File: src/rtl/hack_pkg.sv
// Shared types and default sizes for the Hack data-memory arbiter.
package hack_pkg;

  localparam int unsigned HACK_ADDR_W   = 15;
  localparam int unsigned HACK_DATA_W   = 16;
  localparam int unsigned HACK_MAX_WAIT = 4;
  // Wide enough for the largest legal MAX_WAIT (15).
  localparam int unsigned HACK_CNT_W    = 4;

  typedef enum logic [1:0] {
    IDLE    = 2'd0,
    CPU_ACC = 2'd1,
    DMA_ACC = 2'd2,
    RESP    = 2'd3
  } state_e;

  typedef enum logic [1:0] {
    GNT_NONE = 2'd0,
    GNT_CPU  = 2'd1,
    GNT_DMA  = 2'd2
  } grant_e;

endpackage

File: src/rtl/hack_arb_pick.sv
// Arbitration decision between CPU and DMA, plus the DMA starvation counter.
// Optional feature macro: HACK_ARB_FAIRNESS_EN (wait counter forcing the DMA
// after MAX_WAIT CPU grants while the DMA waits). Without it: strict CPU priority.
module hack_arb_pick
  import hack_pkg::*;
#(
  parameter int unsigned MAX_WAIT = HACK_MAX_WAIT
) (
  input  logic   clk,
  input  logic   reset,
  input  logic   arb_en,
  input  logic   cpu_req,
  input  logic   dma_req,
  output grant_e gnt_c,
  output logic   forced_c
);

`ifdef HACK_ARB_FAIRNESS_EN
  logic [HACK_CNT_W-1:0] wait_cnt_q, wait_cnt_d;

  // DMA is forced only while it is actually waiting, so a departed DMA never blocks the CPU.
  always_comb begin
    forced_c = dma_req && (wait_cnt_q == HACK_CNT_W'(MAX_WAIT));
  end

  // Saturating starvation count: bump on CPU grants over a waiting DMA, clear on DMA grants.
  always_comb begin
    wait_cnt_d = wait_cnt_q;
    if (arb_en) begin
      if (gnt_c == GNT_DMA) begin
        wait_cnt_d = '0;
      end else if ((gnt_c == GNT_CPU) && dma_req &&
                   (wait_cnt_q != HACK_CNT_W'(MAX_WAIT))) begin
        wait_cnt_d = wait_cnt_q + HACK_CNT_W'(1);
      end
    end
  end

  // Wait counter register.
  always_ff @(posedge clk or negedge reset) begin
    if (!reset) begin
      wait_cnt_q <= '0;
    end else begin
      wait_cnt_q <= wait_cnt_d;
    end
  end
`else
  logic unused_c;

  // Strict CPU priority: nothing ever forces the DMA.
  always_comb begin
    forced_c = 1'b0;
    unused_c = &{1'b0, clk, reset, arb_en, HACK_CNT_W'(MAX_WAIT)};
  end
`endif

  // CPU first unless the DMA is forced, then DMA, else nobody.
  always_comb begin
    gnt_c = GNT_NONE;
    if (cpu_req && !forced_c) begin
      gnt_c = GNT_CPU;
    end else if (dma_req) begin
      gnt_c = GNT_DMA;
    end
  end

endmodule

File: src/rtl/hack_mem_arbiter.sv
// Two-port (CPU/DMA) arbiter in front of a single-port synchronous Hack RAM.
// One access every two cycles: grant edge -> RAM cycle -> RESP (ack registered).
// Optional feature macro: HACK_ARB_FAIRNESS_EN (see hack_arb_pick).
module hack_mem_arbiter
  import hack_pkg::*;
#(
  parameter int unsigned ADDR_W   = HACK_ADDR_W,
  parameter int unsigned DATA_W   = HACK_DATA_W,
  parameter int unsigned MAX_WAIT = HACK_MAX_WAIT
) (
  input  logic              clk,
  input  logic              reset,
  input  logic              cpu_req,
  input  logic              cpu_we,
  input  logic [ADDR_W-1:0] cpu_addr,
  input  logic [DATA_W-1:0] cpu_wdata,
  output logic [DATA_W-1:0] cpu_rdata,
  output logic              cpu_ack,
  input  logic              dma_req,
  input  logic              dma_we,
  input  logic [ADDR_W-1:0] dma_addr,
  input  logic [DATA_W-1:0] dma_wdata,
  output logic [DATA_W-1:0] dma_rdata,
  output logic              dma_ack,
  output logic              mem_en,
  output logic              mem_we,
  output logic [ADDR_W-1:0] mem_addr,
  output logic [DATA_W-1:0] mem_wdata,
  input  logic [DATA_W-1:0] mem_rdata
);

  state_e              state_q, state_d;
  logic                mem_en_q, mem_en_d;
  logic                mem_we_q, mem_we_d;
  logic [ADDR_W-1:0]   mem_addr_q, mem_addr_d;
  logic [DATA_W-1:0]   mem_wdata_q, mem_wdata_d;
  logic                acc_we_q, acc_we_d;
  logic                acc_dma_q, acc_dma_d;
  logic                cpu_ack_q, cpu_ack_d;
  logic                dma_ack_q, dma_ack_d;
  logic [DATA_W-1:0]   cpu_rdata_q, cpu_rdata_d;
  logic [DATA_W-1:0]   dma_rdata_q, dma_rdata_d;
  logic                arb_en_c;
  grant_e              gnt_c;
  logic                forced_c;

  hack_arb_pick #(
    .MAX_WAIT (MAX_WAIT)
  ) u_pick (
    .clk      (clk),
    .reset    (reset),
    .arb_en   (arb_en_c),
    .cpu_req  (cpu_req),
    .dma_req  (dma_req),
    .gnt_c    (gnt_c),
    .forced_c (forced_c)
  );

  // Next-state, grant capture and response logic.
  always_comb begin
    state_d     = state_q;
    mem_en_d    = 1'b0;
    mem_we_d    = 1'b0;
    mem_addr_d  = mem_addr_q;
    mem_wdata_d = mem_wdata_q;
    acc_we_d    = acc_we_q;
    acc_dma_d   = acc_dma_q;
    cpu_ack_d   = 1'b0;
    dma_ack_d   = 1'b0;
    cpu_rdata_d = cpu_rdata_q;
    dma_rdata_d = dma_rdata_q;
    arb_en_c    = 1'b0;

    case (state_q)
      CPU_ACC, DMA_ACC: begin
        state_d = RESP;
      end
      default: begin
        // RAM data from the previous access cycle is valid here.
        if (state_q == RESP) begin
          if (acc_dma_q) begin
            dma_ack_d = 1'b1;
            if (!acc_we_q) dma_rdata_d = mem_rdata;
          end else begin
            cpu_ack_d = 1'b1;
            if (!acc_we_q) cpu_rdata_d = mem_rdata;
          end
        end

        arb_en_c = 1'b1;
        case (gnt_c)
          GNT_CPU: begin
            state_d     = CPU_ACC;
            mem_en_d    = 1'b1;
            mem_we_d    = cpu_we;
            mem_addr_d  = cpu_addr;
            mem_wdata_d = cpu_wdata;
            acc_we_d    = cpu_we;
            acc_dma_d   = 1'b0;
          end
          GNT_DMA: begin
            state_d     = DMA_ACC;
            mem_en_d    = 1'b1;
            mem_we_d    = dma_we;
            mem_addr_d  = dma_addr;
            mem_wdata_d = dma_wdata;
            acc_we_d    = dma_we;
            acc_dma_d   = 1'b1;
          end
          default: begin
            state_d = IDLE;
          end
        endcase
      end
    endcase
  end

  // State and output registers; reset clears everything, aborting any access.
  always_ff @(posedge clk or negedge reset) begin
    if (!reset) begin
      state_q     <= IDLE;
      mem_en_q    <= 1'b0;
      mem_we_q    <= 1'b0;
      mem_addr_q  <= '0;
      mem_wdata_q <= '0;
      acc_we_q    <= 1'b0;
      acc_dma_q   <= 1'b0;
      cpu_ack_q   <= 1'b0;
      dma_ack_q   <= 1'b0;
      cpu_rdata_q <= '0;
      dma_rdata_q <= '0;
    end else begin
      state_q     <= state_d;
      mem_en_q    <= mem_en_d;
      mem_we_q    <= mem_we_d;
      mem_addr_q  <= mem_addr_d;
      mem_wdata_q <= mem_wdata_d;
      acc_we_q    <= acc_we_d;
      acc_dma_q   <= acc_dma_d;
      cpu_ack_q   <= cpu_ack_d;
      dma_ack_q   <= dma_ack_d;
      cpu_rdata_q <= cpu_rdata_d;
      dma_rdata_q <= dma_rdata_d;
    end
  end

  assign mem_en    = mem_en_q;
  assign mem_we    = mem_we_q;
  assign mem_addr  = mem_addr_q;
  assign mem_wdata = mem_wdata_q;
  assign cpu_ack   = cpu_ack_q;
  assign dma_ack   = dma_ack_q;
  assign cpu_rdata = cpu_rdata_q;
  assign dma_rdata = dma_rdata_q;

endmodule

File: config.mk
export PLATFORM = sky130hd
export DESIGN_NAME = hack_mem_arbiter
export DESIGN_NICKNAME = d
export VERILOG_FILES = /design/src/rtl/hack_pkg.sv /design/src/rtl/hack_arb_pick.sv /design/src/rtl/hack_mem_arbiter.sv
export SDC_FILE = /design/constraint.sdc
export NUM_CORES = 1
export LEC_CHECK = 0
export ABC_CLOCK_PERIOD_IN_PS = 2000
export BUFFER_PORTS_ARGS = -buffer_cell sky130_fd_sc_hd__clkbuf_2
export CAP_MARGIN = 5
export CORE_MARGIN = 5
export CORE_UTILIZATION = 47
export DETAILED_ROUTE_END_ITERATION = 10
export MAX_ROUTING_LAYER = met4
export PLACE_DENSITY = 0.8
export SETUP_SLACK_MARGIN = 0.15
export SYNTH_ARGS = -nofsm -noshare
export SYNTH_HDL_FRONTEND = slang
export SYNTH_SLANG_ARGS = --single-unit
File: constraint.sdc
create_clock -name clk -period 2 [get_ports clk]
set_input_delay 0.2 -clock clk [delete_from_list [all_inputs] [get_ports clk]]
set_output_delay 0.2 -clock clk [all_outputs]
set_load 0.005 [all_outputs]
After elaboration in Yosys (flattened, before gate mapping):

Index checks and enable logic that the tools add are counted.

* flip-flop bits (word level): 71
* logic and storage cells: 43
* output and inout port bits: 67
* bits of input ports: 84

* equal/unequal tests: 5
* bitwise logic cells: 3
* reduce and logical (&&, ||, !) cells: 6
* mux-type cells: 18

Operator list (count)
* $pmux 16 s2: 1
* $pmux 15 s2: 1
* $mux 1: 9
* $reduce_and 4->1: 2
* $eq 2x2->1 const B: 3
* $mux 2: 3
* $pmux 1 s2: 3
* $eq 2x1->1 const B: 2
* $pmux 2 s2: 1
* $reduce_or 2->1: 2
* $not 1->1: 3
* $reduce_and 2->1: 1
* $reduce_bool 2->1: 1

Logic depth before layout (Yosys ltp):

* depth after elaboration: 6
* depth in mapped cells: 5
* gate-level depth less buffers: 3

Hierarchy:

From an unflattened synthesis, not the netlist that was laid out.

* cells, all modules: 238
* area, all modules: 3067.9 µm²

Modules (own cells, without submodules)
* hack_mem_arbiter: cells an instance 234, area an instance 3035.4 µm², seq. area each 1776.7 µm², times used 1
* hack_arb_pick: cells an instance 4, area an instance 32.5 µm², seq. area each 0.0 µm², times used 1

Worst setup path after synthesis:

No wires, ideal clock.

* path kind: reg2reg
* from: register state_q[0]
* to: register dma_rdata_q[10] (netlist: dma_rdata[10])
* data arrival time: 1.452 ns
* cell stages (with the launch flop): 6
* slack: 0.423 ns
* required time: 1.875 ns
* clock period less this slack: 1.577 ns
* setup time: 0.125 ns
* path buffers: 2
* cells stage by stage: dfrtp_1 > ha_1 > and4bb_1 > buf_6 > buf_12 > mux2_4

* longest elaborated chain between the ends: 4
* elaborated cells between the ends (all ways): 6
* classes of those cells: eq/ne: 3; bitwise: 1; reduce/logical: 2

Ends and longest elaborated chain
* start: declaration: line hack_mem_arbiter.sv:32 `state_e state_q, state_d;`
* start signal: assignment: line hack_mem_arbiter.sv:133 `state_q <= state_d;`
* $eq 2x1->1 / $eq 2x2->1 (equally long branches): line hack_mem_arbiter.sv:74 `case (state_q)`
* $reduce_or 2->1: line hack_mem_arbiter.sv:74
* $not 1->1 (no line)
* $reduce_and 4->1 (no line) *
* end signal: assignment: line hack_mem_arbiter.sv:143 `dma_rdata_q <= dma_rdata_d;`
* end: declaration: line hack_mem_arbiter.sv:42 `logic [DATA_W-1:0] dma_rdata_q, dma_rdata_d;`

Mark *: on every way between the ends. The rest lies on a longest branch, timed or not.
A chain may end at the register's enable or synchronous reset.

Worst setup path after layout:

* from: register state_q[0]
* to: register mem_addr_q[14] (netlist: mem_addr[14])

* longest elaborated chain between the ends: 4
* elaborated cells between the ends (all ways): 5
* classes of those cells: eq/ne: 2; bitwise: 1; reduce/logical: 2

Ends and longest elaborated chain
* $eq 2x1->1 / $eq 2x2->1 (equally long branches): line hack_mem_arbiter.sv:74
* $reduce_or 2->1 *: line hack_mem_arbiter.sv:74
* $not 1->1 (no line) *
* $reduce_and 2->1 (no line) *
* end signal: assignment: line hack_mem_arbiter.sv:136 `mem_addr_q <= mem_addr_d;`
* end: declaration: line hack_mem_arbiter.sv:35 `logic [ADDR_W-1:0] mem_addr_q, mem_addr_d;`

Marks and branches as above.

==> flow_metrics.env <==
export IMPL_status="complete, no violations"
export IMPL_startpoint="state_q[0]"
export IMPL_die_y_um=93.4
export IMPL_synthToLayoutAreaGrowth_pct=33.1
export IMPL_place_area_um2=4110
export IMPL_fin_util=0.640
export IMPL_skew_ns=0.00952
export IMPL_firstDrtPassIters=5
export IMPL_rows=30
export IMPL_start_util=0.481
export IMPL_final_cell_mix="clkbuf_2, dfrtp_1, inv_1"
export IMPL_syn_inst=272
export IMPL_hold_ws_ns=0.0900
export IMPL_yosys_area_share_simple=0.160
export IMPL_slowest_delay_ns=0.49
export IMPL_die_w_um=93.4
export IMPL_fin_tns_setup_ns=0
export IMPL_final_area_um2=4350
export IMPL_path_buf_inv=1
export IMPL_core_area_um2=6790
export IMPL_hp_class="input port to register"
export IMPL_fmax_mhz=570
export IMPL_place_port_buffers=150
export IMPL_fin_nets=504
export IMPL_cellLeakagePower_nw=2.19
export IMPL_numClockSinks=71
export IMPL_grt_use_total=0.200
export IMPL_finalSetupViolCount=0
export IMPL_grt_pass1_wl_um=13500
export IMPL_p_per_area_nw_per_um2=1560
export IMPL_wirelength_um=8290
export IMPL_io_pins=151
export IMPL_min_period_over_period=0.877
export IMPL_grt_max_degree=42
export IMPL_ys_ff_latch=71
export IMPL_drc=0
export IMPL_synth_xor_area_frac=0
export IMPL_rrSetupSlack_ns=0.25
export IMPL_endpoint="mem_addr[14]"
export IMPL_final_common_cell="clkbuf_2"
export IMPL_numCtsBuffers=9
export IMPL_synth_area_um2=3270
export IMPL_crit_chain="ha_2 > buf_4 > nor2b_1 > a222oi_1"
export IMPL_ant_nets=0
export IMPL_clockRootBuffer="clkbuf_8"
export IMPL_ys_types=25
export IMPL_worstPathMaxFanout=38
export IMPL_gp_congestion=0.735
export IMPL_r2r_end="mem_addr[14]"
export IMPL_final_max_slew_viol_count=0
export IMPL_yosysWarnings=0
export IMPL_required_ns=2.17
export IMPL_rsz0062_at_grt="false"
export IMPL_grt_overflow=0
export IMPL_arrival_ns=1.92
export IMPL_synthMuxAreaShare=0.122
export IMPL_clkTransAtPathRegs_ns=0.08
export IMPL_total_power_mw=6.80
export IMPL_tightest_slew_ns=0.681
export IMPL_critPathSlowestCell="nor2b_1"
export IMPL_drt_iter0_markers=102
export IMPL_dieArea_um2=8720
export IMPL_cts_setup_buffers=0
export IMPL_vdd_ir_drop_max_uv=747
export IMPL_clk_latency_ns=0.33
export IMPL_cp_end_kind="register"
export IMPL_cp_depth=4
export IMPL_vias=2662
export IMPL_whs_path_depth=3
export IMPL_num_antenna_cells=0
export IMPL_synth_top_family_by_area="simple AND/OR/NAND/NOR gates"
export IMPL_htree_levels=3
export IMPL_synth_top_area_share=0.544
export IMPL_wire_per_inst_um=15.9
export IMPL_grt_pass1_vias=2796
export IMPL_r2r_cells=4
export IMPL_reg2reg_from="state_q[0]"
export IMPL_routed_via_density=5.12
export IMPL_syn_nets=357
export IMPL_synth_compound_area_frac=0.0842
export IMPL_final_hold_viol_count=0
export IMPL_max_slew_margin=0.546
export IMPL_antenna_found_initial=0
export IMPL_drive_gt1_frac=0.500
export IMPL_dp_hpwl_um=6040
export IMPL_synth_adder_area_share=0.00383
export IMPL_cts_buffer_depth=2
export IMPL_cts_tree="yes"
export IMPL_startpoint_type="register"
export IMPL_avgSynthCellArea_um2=12.0
export IMPL_min_period_ns=1.75
export IMPL_ys_seq_area_frac=0.544
export IMPL_yosysTopAreaCell="dfrtp_1"
export IMPL_yosys_top_cells_area="dfrtp_1, mux2_2, nor4b_1"
export IMPL_drv_cap=0
export IMPL_crit_family="simple AND/OR/NAND/NOR gates"
export IMPL_path_class="register to register"
==> cells by family after synthesis <==
kind of cell             count (synthesis)
AO/OA/AOI/OAI                           35
AND/OR/NAND/NOR                         68
flip-flops                              71
multiplexers                            32
adder cells (fa/ha/maj)                  1
buffers and inverters                   65
==> synth_stat cells <==
cell      instances
nor3b_1          27
nand2b_1          1
nor2_1            7
o21bai_1          1
nor2b_1           2
buf_4             2
ha_1              1
buf_12            1
buf_2             7
buf_6             1
and4bb_1          1
buf_1             1
clkbuf_1         12
or2_2             2
a222oi_1          7
a21oi_1           2
nor3b_4           1
inv_1            41
dfrtp_1          71
nand2_1           1
a211oi_1         25
mux2_2           22
nor4b_1          25
mux2_4           10
nand3b_1          1
==> flip-flops by register name (all words and copies together), names as in the netlist <==
name       cells
acc_we_q       1
cpu_ack        1
mem_en         1
cpu_rdata     16
mem_addr      15
mem_wdata     16
dma_ack        1
dma_rdata     16
acc_dma_q      1
state_q        2
mem_we         1
==> worst min-delay path: stages <==
cell and delay (ns):
clkbuf_2 0.08, inv_1 0.05, a222oi_1 0.05
==> metrics by stage <==
stage / worst slack (ns) / instances
CTS: 0.241 / 520
floorplan: 0.423 / 272
global route: 0.162 / 520
finish: 0.245 / 520
global placement: 0.364 / 503
detailed placement: 0.239 / 503
==> cell type report <==
class | instances | area [um2]
timing repair buffer | 160 | 856
tap | 96 | 120
clock buffer | 10 | 138
fill | 546 | 2440
sequential | 71 | 1780
clock inverter | 6 | 92.6
inverter | 41 | 154
multi-input combinational | 136 | 1210
==> power breakdown <==
part | internal (mW) | total [mW] | switching [mW]
combinational | 1.48 | 2.97 | 1.49
clock | 0.743 | 1.29 | 0.545
sequential | 2.16 | 2.54 | 0.383
==> routing by layer <==
metal,up-vias,share of wire,GRT usage
met4,0,0.0051,0.0611
met1,1264,0.43,0.263
met3,6,0.087,0.0547
met5,-,0,-
li1,1254,-,-
met2,138,0.48,0.304
==> repair_timing <==
| action | in CTS | in global routing |
|---|---|---|
| resized for setup | 0 | 0 |
| endpoints found under the setup margin | 0 | 0 |
| hold endpoints to repair | 31 | 0 |
| hold buffers | 1 | 0 |
==> worst min path at each step <==
| stage | start | end | slack (ns) |
|---|---|---|---|
| after floorplan | reset | acc_dma_q | -0.1 |
| after global placement | reset | dma_rdata[15] | 0.17 |
| after detailed placement | reset | dma_rdata[15] | 0.17 |
| after CTS | cpu_addr[11] | mem_addr[11] | 0.07 |
| after global routing | cpu_addr[11] | mem_addr[11] | 0.06 |
| final | cpu_addr[11] | mem_addr[11] | 0.09 |
(Power assumes the default switching activity.)
